$ cat config.mk
export PLATFORM = sky130hd
export DESIGN_NAME = reg_file_scoreboard
export DESIGN_NICKNAME = d
export VERILOG_FILES = /design/src/rtl/reg_file_scoreboard.sv
export SDC_FILE = /design/constraint.sdc
export NUM_CORES = 2
export LEC_CHECK = 0
export CORE_MARGIN = 2
export CORE_UTILIZATION = 53
export DETAILED_ROUTE_END_ITERATION = 10
export HOLD_SLACK_MARGIN = 0.15
export PLACE_DENSITY = 0.7
export SLEW_MARGIN = 40
export SYNTH_ARGS = -nofsm -noshare
export SYNTH_HDL_FRONTEND = slang
export SYNTH_SLANG_ARGS = --single-unit
$ cat constraint.sdc
create_clock -name clk -period 9.52 [get_ports clk]
set_clock_uncertainty 0.15 [all_clocks]
set_input_delay 1.904 -clock clk [delete_from_list [all_inputs] [get_ports clk]]
set_output_delay 1.904 -clock clk [all_outputs]
set_load 0.01 [all_outputs]
$ cat src/rtl/reg_file_scoreboard.sv
// Register file with a per-register pending (scoreboard) bit and a pending-register counter.
// Latency: reads and busy flags are combinational; writes, pending bits and PendingCount update on the next rising clk.
// Backpressure: none; every write and issue is accepted on the edge it is presented.
//
// Ports:
//   clk, rst                        single clock, synchronous active-high reset
//   RegWrite/WriteRegister/WriteData  write port; a write also retires the register's pending producer
//   ReadRegister1/2 -> ReadData1/2  combinational read ports (optional same-cycle write bypass)
//   IssueValid/IssueRegister        marks a destination register as having an outstanding producer
//   Busy1/Busy2                     read register still waits on a producer
//   PendingCount                    registered popcount of the pending bits
module reg_file_scoreboard #(
    parameter int DATA_W   = 32,
    parameter int ADDR_W   = 5,
    parameter int ZERO_REG = 1,
    parameter int BYPASS   = 1
) (
    input  logic              clk,
    input  logic              rst,
    input  logic              RegWrite,
    input  logic [ADDR_W-1:0] WriteRegister,
    input  logic [DATA_W-1:0] WriteData,
    input  logic [ADDR_W-1:0] ReadRegister1,
    input  logic [ADDR_W-1:0] ReadRegister2,
    output logic [DATA_W-1:0] ReadData1,
    output logic [DATA_W-1:0] ReadData2,
    input  logic              IssueValid,
    input  logic [ADDR_W-1:0] IssueRegister,
    output logic              Busy1,
    output logic              Busy2,
    output logic [ADDR_W:0]   PendingCount
);

    localparam int DEPTH = 1 << ADDR_W;

    logic [DATA_W-1:0] regs_q [DEPTH];
    logic [DATA_W-1:0] regs_d [DEPTH];
    logic [DEPTH-1:0]  pending_q, pending_d;
    logic [ADDR_W:0]   count_q, count_d;

    logic wr_ok;
    logic iss_ok;
    logic inc;
    logic dec;
    logic hit1, hit2;

    // Next-state for the array, pending bits and counter.
    always_comb begin
        wr_ok     = RegWrite && !((ZERO_REG != 0) && (WriteRegister == '0));
        iss_ok    = IssueValid && !((ZERO_REG != 0) && (IssueRegister == '0));
        regs_d    = regs_q;
        pending_d = pending_q;

        if (wr_ok) begin
            regs_d[WriteRegister]    = WriteData;
            pending_d[WriteRegister] = 1'b0;
        end
        // Applied after the clear so a new producer supersedes the retiring one.
        if (iss_ok) begin
            pending_d[IssueRegister] = 1'b1;
        end

        // Counter tracks the popcount incrementally: a set only counts if the bit was
        // clear, a clear only counts if the bit was set and is not re-set on this edge.
        inc     = iss_ok && !pending_q[IssueRegister];
        dec     = wr_ok && pending_q[WriteRegister]
                  && !(iss_ok && (IssueRegister == WriteRegister));
        count_d = count_q + (ADDR_W+1)'(inc) - (ADDR_W+1)'(dec);
    end

    always_ff @(posedge clk) begin
        if (rst) begin
            for (int i = 0; i < DEPTH; i++) begin
                regs_q[i] <= '0;
            end
            pending_q <= '0;
            count_q   <= '0;
        end else begin
            for (int i = 0; i < DEPTH; i++) begin
                regs_q[i] <= regs_d[i];
            end
            pending_q <= pending_d;
            count_q   <= count_d;
        end
    end

    // Read ports: hard zero register first, then the bypass, then array contents.
    always_comb begin
        hit1 = (BYPASS != 0) && wr_ok && (WriteRegister == ReadRegister1);
        hit2 = (BYPASS != 0) && wr_ok && (WriteRegister == ReadRegister2);

        if ((ZERO_REG != 0) && (ReadRegister1 == '0)) begin
            ReadData1 = '0;
        end else if (hit1) begin
            ReadData1 = WriteData;
        end else begin
            ReadData1 = regs_q[ReadRegister1];
        end

        if ((ZERO_REG != 0) && (ReadRegister2 == '0)) begin
            ReadData2 = '0;
        end else if (hit2) begin
            ReadData2 = WriteData;
        end else begin
            ReadData2 = regs_q[ReadRegister2];
        end

        // A write in flight this cycle satisfies the consumer when bypassing.
        // Register 0 never has its pending bit set when it is hard-wired.
        Busy1 = pending_q[ReadRegister1]
                && !((BYPASS != 0) && RegWrite && (WriteRegister == ReadRegister1));
        Busy2 = pending_q[ReadRegister2]
                && !((BYPASS != 0) && RegWrite && (WriteRegister == ReadRegister2));
    end

    assign PendingCount = count_q;

endmodule

# Word-level counts from Yosys, hierarchy flattened
# Cells that the tools add are included.
[word_totals] regBits=1062
[op_classes] muxes=27 n_bitwise=6 n_lt_le_gt_ge=10 n_reduce_logical=25 n_eq_ne=3 add_sub_neg=2
[op_table] op="$bwmux 1024" count=1
[op_table] op="$mux 32" count=11
[op_table] op="$bmux 32 s5" count=2
[op_table] op="$demux 32 s5" count=1
[op_table] op="$and 32x32->32" count=1
[op_table] op="$not 32->32" count=1
[op_table] op="$or 32x32->32" count=1
[op_table] op="$lt 5x6->1 const B" count=4
[op_table] op="$bmux 1 s5" count=4
[op_table] op="$logic_not 5->1" count=4
[op_table] op="$ge 6x6->1 const B" count=3
[op_table] op="$not 5->6" count=3
[op_table] op="$eq 5x5->1" count=3
[op_table] op="$logic_and 1x1->1" count=15
[op_table] op="$demux 1 s5" count=2
[op_table] op="$ge 5x1->1 const B" count=2
[op_table] op="$add 6x1->6" count=1
[op_table] op="$logic_not 1->1" count=6
[op_table] op="$lt 6x1->1 const B" count=1
[op_table] op="$mux 1" count=6
[op_table] op="$sub 6x1->6" count=1

# Longest topological paths before layout
[logic_depth] depth_word=9 mapped_depth=15 depth_no_buf=14

# Least setup slack after synthesis
# OpenSTA, ideal clock, no wires.
[synth_timing] kind="input -> output" startpoint="input port ReadRegister1[0]" endpoint="output port ReadData1[17]" arrival_ns=3.669 stages=7 setup_slack_ns=3.797 path_buffers=3 cell_sequence="buf_4 buf_2 buf_2 mux4_2 mux2_2 o211ai_1 a21oi_1"
[synth_via] elab_chain_len=6 word_cells_on_any_way=9 classes_between="1 x eq/ne; 5 x mux; 1 x bitwise; 2 x reduce/logical"
[synth_rtl] item="start: declaration" line_no="23" text="input logic [ADDR_W-1:0] ReadRegister1,"
[synth_rtl] item="$not 5->6 (not written as such)" line_no="97" text="ReadData1 = regs_q[ReadRegister1];"
[synth_rtl] item="$bmux 32 s5" line_no="97"
[synth_rtl] item="$mux 32 (not written as such) (2 in series)" line_no="97"
[synth_rtl] item="$mux 32" line_no="94" text="end else if (hit1) begin"
[synth_rtl] item="$mux 32 (*)" line_no="92" text="if ((ZERO_REG != 0) && (ReadRegister1 == '0)) begin"
[synth_rtl] item="end: declaration" line_no="25" text="output logic [DATA_W-1:0] ReadData1,"
# Every way passes the cells marked *; elsewhere a longest branch is shown, timed or not. The select of a mux whose other input is x is not followed.

# Worst setup path after layout
[layout_timing] startpoint="input port WriteRegister[3]" endpoint="output port ReadData2[11]"
[layout_via] elab_chain_len=6 word_cells_on_any_way=7 classes_between="1 x eq/ne; 2 x mux; 4 x reduce/logical"
[layout_rtl] item="start: declaration" line_no="21" text="input logic [ADDR_W-1:0] WriteRegister,"
[layout_rtl] item="$logic_not 5->1" line_no="49" text="wr_ok = RegWrite && !((ZERO_REG != 0) && (WriteRegister == '0));"
[layout_rtl] item="$logic_not 1->1" line_no="49"
[layout_rtl] item="$logic_and 1x1->1" line_no="49"
[layout_rtl] item="$logic_and 1x1->1 (*)" line_no="90" text="hit2 = (BYPASS != 0) && wr_ok && (WriteRegister == ReadRegister2);"
[layout_rtl] item="$mux 32 (*)" line_no="102" text="end else if (hit2) begin"
[layout_rtl] item="$mux 32 (*)" line_no="100" text="if ((ZERO_REG != 0) && (ReadRegister2 == '0)) begin"
[layout_rtl] item="end: declaration" line_no="26" text="output logic [DATA_W-1:0] ReadData2,"
# Every way passes the cells marked *; elsewhere a longest branch is shown, timed or not.

==> impl_metrics.json <==
{
  "postSynthAreaPerCell_um2": 8.76,
  "drtIter0Drc": 9337,
  "grt_max_degree": 207,
  "finalHoldViolCount": 0,
  "routed-via-count": 51800,
  "finalSetupViolations": 0,
  "syn_inst": 6267,
  "start_util_pct": 53.3,
  "peakVddDrop_v": 0.000154,
  "cpMostUsedCell": "clkdlybuf4s50_1",
  "drv_slew": 0,
  "grt_pass1_vias": 47800,
  "area_delta_synth_final_pct": 11.1,
  "final_area_mm2": 0.0610,
  "die_height_um": 326,
  "synth_top_area_share_pct": 38.7,
  "max_stage_delay_ns": 0.85,
  "die_w_um": 326,
  "postCtsSetupRepairBufs": 0,
  "cts_tree": "built",
  "power.leakage_uw": 0.0198,
  "grtUsageTotal_pct": 41.2,
  "clk_path_buf_depth": 3,
  "fin_setup_tns_ns": 0,
  "synth-edff-count": 0,
  "layout_common_cells": "2,039 x nand2_1, 1,062 x dfxtp_1, 1,033 x a21oi_1",
  "cp_max_fo": 17,
  "first_pass_iters": 9,
  "maxCapViolations": 0,
  "powerDensity_mw_per_mm2": 170,
  "drtAntennaViolNets": 0,
  "min_period_over_period_pct": 85.5,
  "yosys_most_used_dff": "dfxtp_1",
  "setup.worst_path.end_class": "output port",
  "slowest_stage": "clkdlybuf4s50_1",
  "synthTopCellsByArea": "dfxtp_1 39%, mux4_2 19%, nand2_1 14%",
  "cts_resized": 0,
  "io_buffers": 127,
  "clk_pin_slew_worst_paths_ns": 0.06,
  "antenna_found_initial": 9,
  "status": "finished clean",
  "cts_buffers": 113,
  "crit_type": "input port to output port",
  "routedWlPerCell_um": 30.4,
  "core-area_mm2": 0.103,
  "ys_types": 65,
  "ys_async_sr_fraction_pct": 0,
  "grt-ovfl-total": 0,
  "cts.sinks": 1062,
  "dieArea_mm2": 0.106,
  "hold_path.class": "flop to flop",
  "yosysWarnings": 0,
  "hold_buffers": 0,
  "place_area_mm2": 0.0567,
  "final_core_util_pct": 59.2,
  "rsz0062_at_grt": "false",
  "final_common_cell": "nand2_1",
  "place_congestion": 0.954,
  "synth_top_area_cell": "dfxtp_1",
  "cts-root-buf": "clkbuf_16",
  "layout-drive-gt1-share_pct": 15.7,
  "syn_area_mm2": 0.0549,
  "ios": 128,
  "drc_errors": 0,
  "fmax_mhz": 123,
  "slew_headroom_pct": 33.7,
  "ys_seq_area_share_pct": 38.7,
  "floorplan.rows": 118,
  "grt_pass1_wl_um": 325000,
  "clk_latency_ns": 0.70,
  "dpl.hpwl_um": 130000,
  "ys_ff_latch": 1062,
  "path_delay_family": "buffers and inverters",
  "path_cells": "clkdlybuf4s50_1 > or4_4 > o211ai_2 > or2_1 > buf_4 > o21ai_0 > nor2_1 > clkdlybuf4s50_1",
  "finalCriticalPeriod_ns": 8.14,
  "cts_max_level": 3,
  "vias_per_cell": 6.93,
  "cp.arrival_ns": 6.09,
  "syn-num-nets": 6330,
  "worst_pin_slew_ns": 0.995,
  "fin_nets": 6064,
  "fin_hold_ws_ns": 0.314,
  "start_kind": "input port",
  "critical_path_required_ns": 7.47,
  "cp.buffers_inverters": 3,
  "drt_wl_total_um": 227000
}
==> path summary, 6_finish.rpt <==
check                   startpoint         endpoint  slack (ns)  depth (start not counted)
setup / recovery  WriteRegister[3]    ReadData2[11]        1.38                          8
hold / removal         regs_q[698]      regs_q[698]        0.31                          2
setup reg to reg     pending_q[19]  PendingCount[5]        6.08                         12
hold reg to reg        regs_q[698]      regs_q[698]        0.31                          2
==> cells by family (layout without fill, tap and decap cells) <==
family	after synthesis	after routing	synth area share (%)
fa+ha+maj	7	7	0.173
compound gates	1409	1409	14.6
mux	712	712	23.8
simple gates	2384	2384	17.0
buf+inv	674	502	5.41
flops	1062	1062	38.7
xor+xnor	19	19	0.303
other cells	0	6	0
==> routing by layer <==
| metal | up-vias | routed length (um) | part of all wire [%] | GRT usage (%) |
|---|---|---|---|---|
| met1 | 24800 | 76800 | 34 | 51.9 |
| li1 | 21400 | - | - | - |
| met2 | 4420 | 94600 | 42 | 58.4 |
| met5 | - | 79 | 0.035 | 0 |
| met3 | 1207 | 35500 | 16 | 14.2 |
| met4 | 12 | 20200 | 8.9 | 31.1 |
==> state kept, by name, indices dropped and copies added, names as in the netlist <==
name	flops
PendingCount	6
pending_q	32
regs_q	1024
==> worst register-to-register path: cells and delay by family (launching register included) <==
family / cells / cell delay [ns]
buf+inv: 1 / 0.04
mux: 4 / 1.49
fa+ha+maj: 2 / 0.51
flops: 1 / 0.38
simple gates: 1 / 0.10
compound gates: 4 / 0.67
==> metrics by stage <==
stage	power [uW]	cells	setup WS, ns
finish	10400	7481	1.38
global route	10600	7475	1.36
CTS	10300	7470	1.44
detailed placement	5580	7261	1.47
global placement	5560	7257	1.41
floorplan	5220	6267	3.80
==> cell usage after synthesis, drive strengths merged, types with 15 or more instances <==
master	count
a21oi	1033
a221o	16
nor2	144
clkbuf	473
mux2i	205
nor2b	52
o22ai	64
a221oi	30
mux4	471
o21ai	37
nand2b	17
a211oi	15
a22o	15
nor3	47
a22oi	116
buf	190
dfxtp	1062
mux2	36
nand2	2073
o22a	15
o211ai	29
==> report_power, final <==
| group | internal, uW | leakage [uW] | switching (uW) | total (uW) |
|---|---|---|---|---|
| registers | 4480 | 0.00856 | 30.5 | 4510 |
| logic | 338 | 0.00928 | 681 | 1020 |
| clock network | 2910 | 0.00199 | 1940 | 4850 |
| total | 7730 | 0.0198 | 2660 | 10400 |
==> final cells by class <==
type	count	area [um^2]
antenna	6	15.0
clock buffer	167	3390
clock inverter	42	664
fill	8872	42100
inverter	11	41.3
multi-input combinational	4531	31200
sequential	1062	21300
tap	1380	1730
timing repair buffer	282	2710
Power figures use the tool's default switching activity.
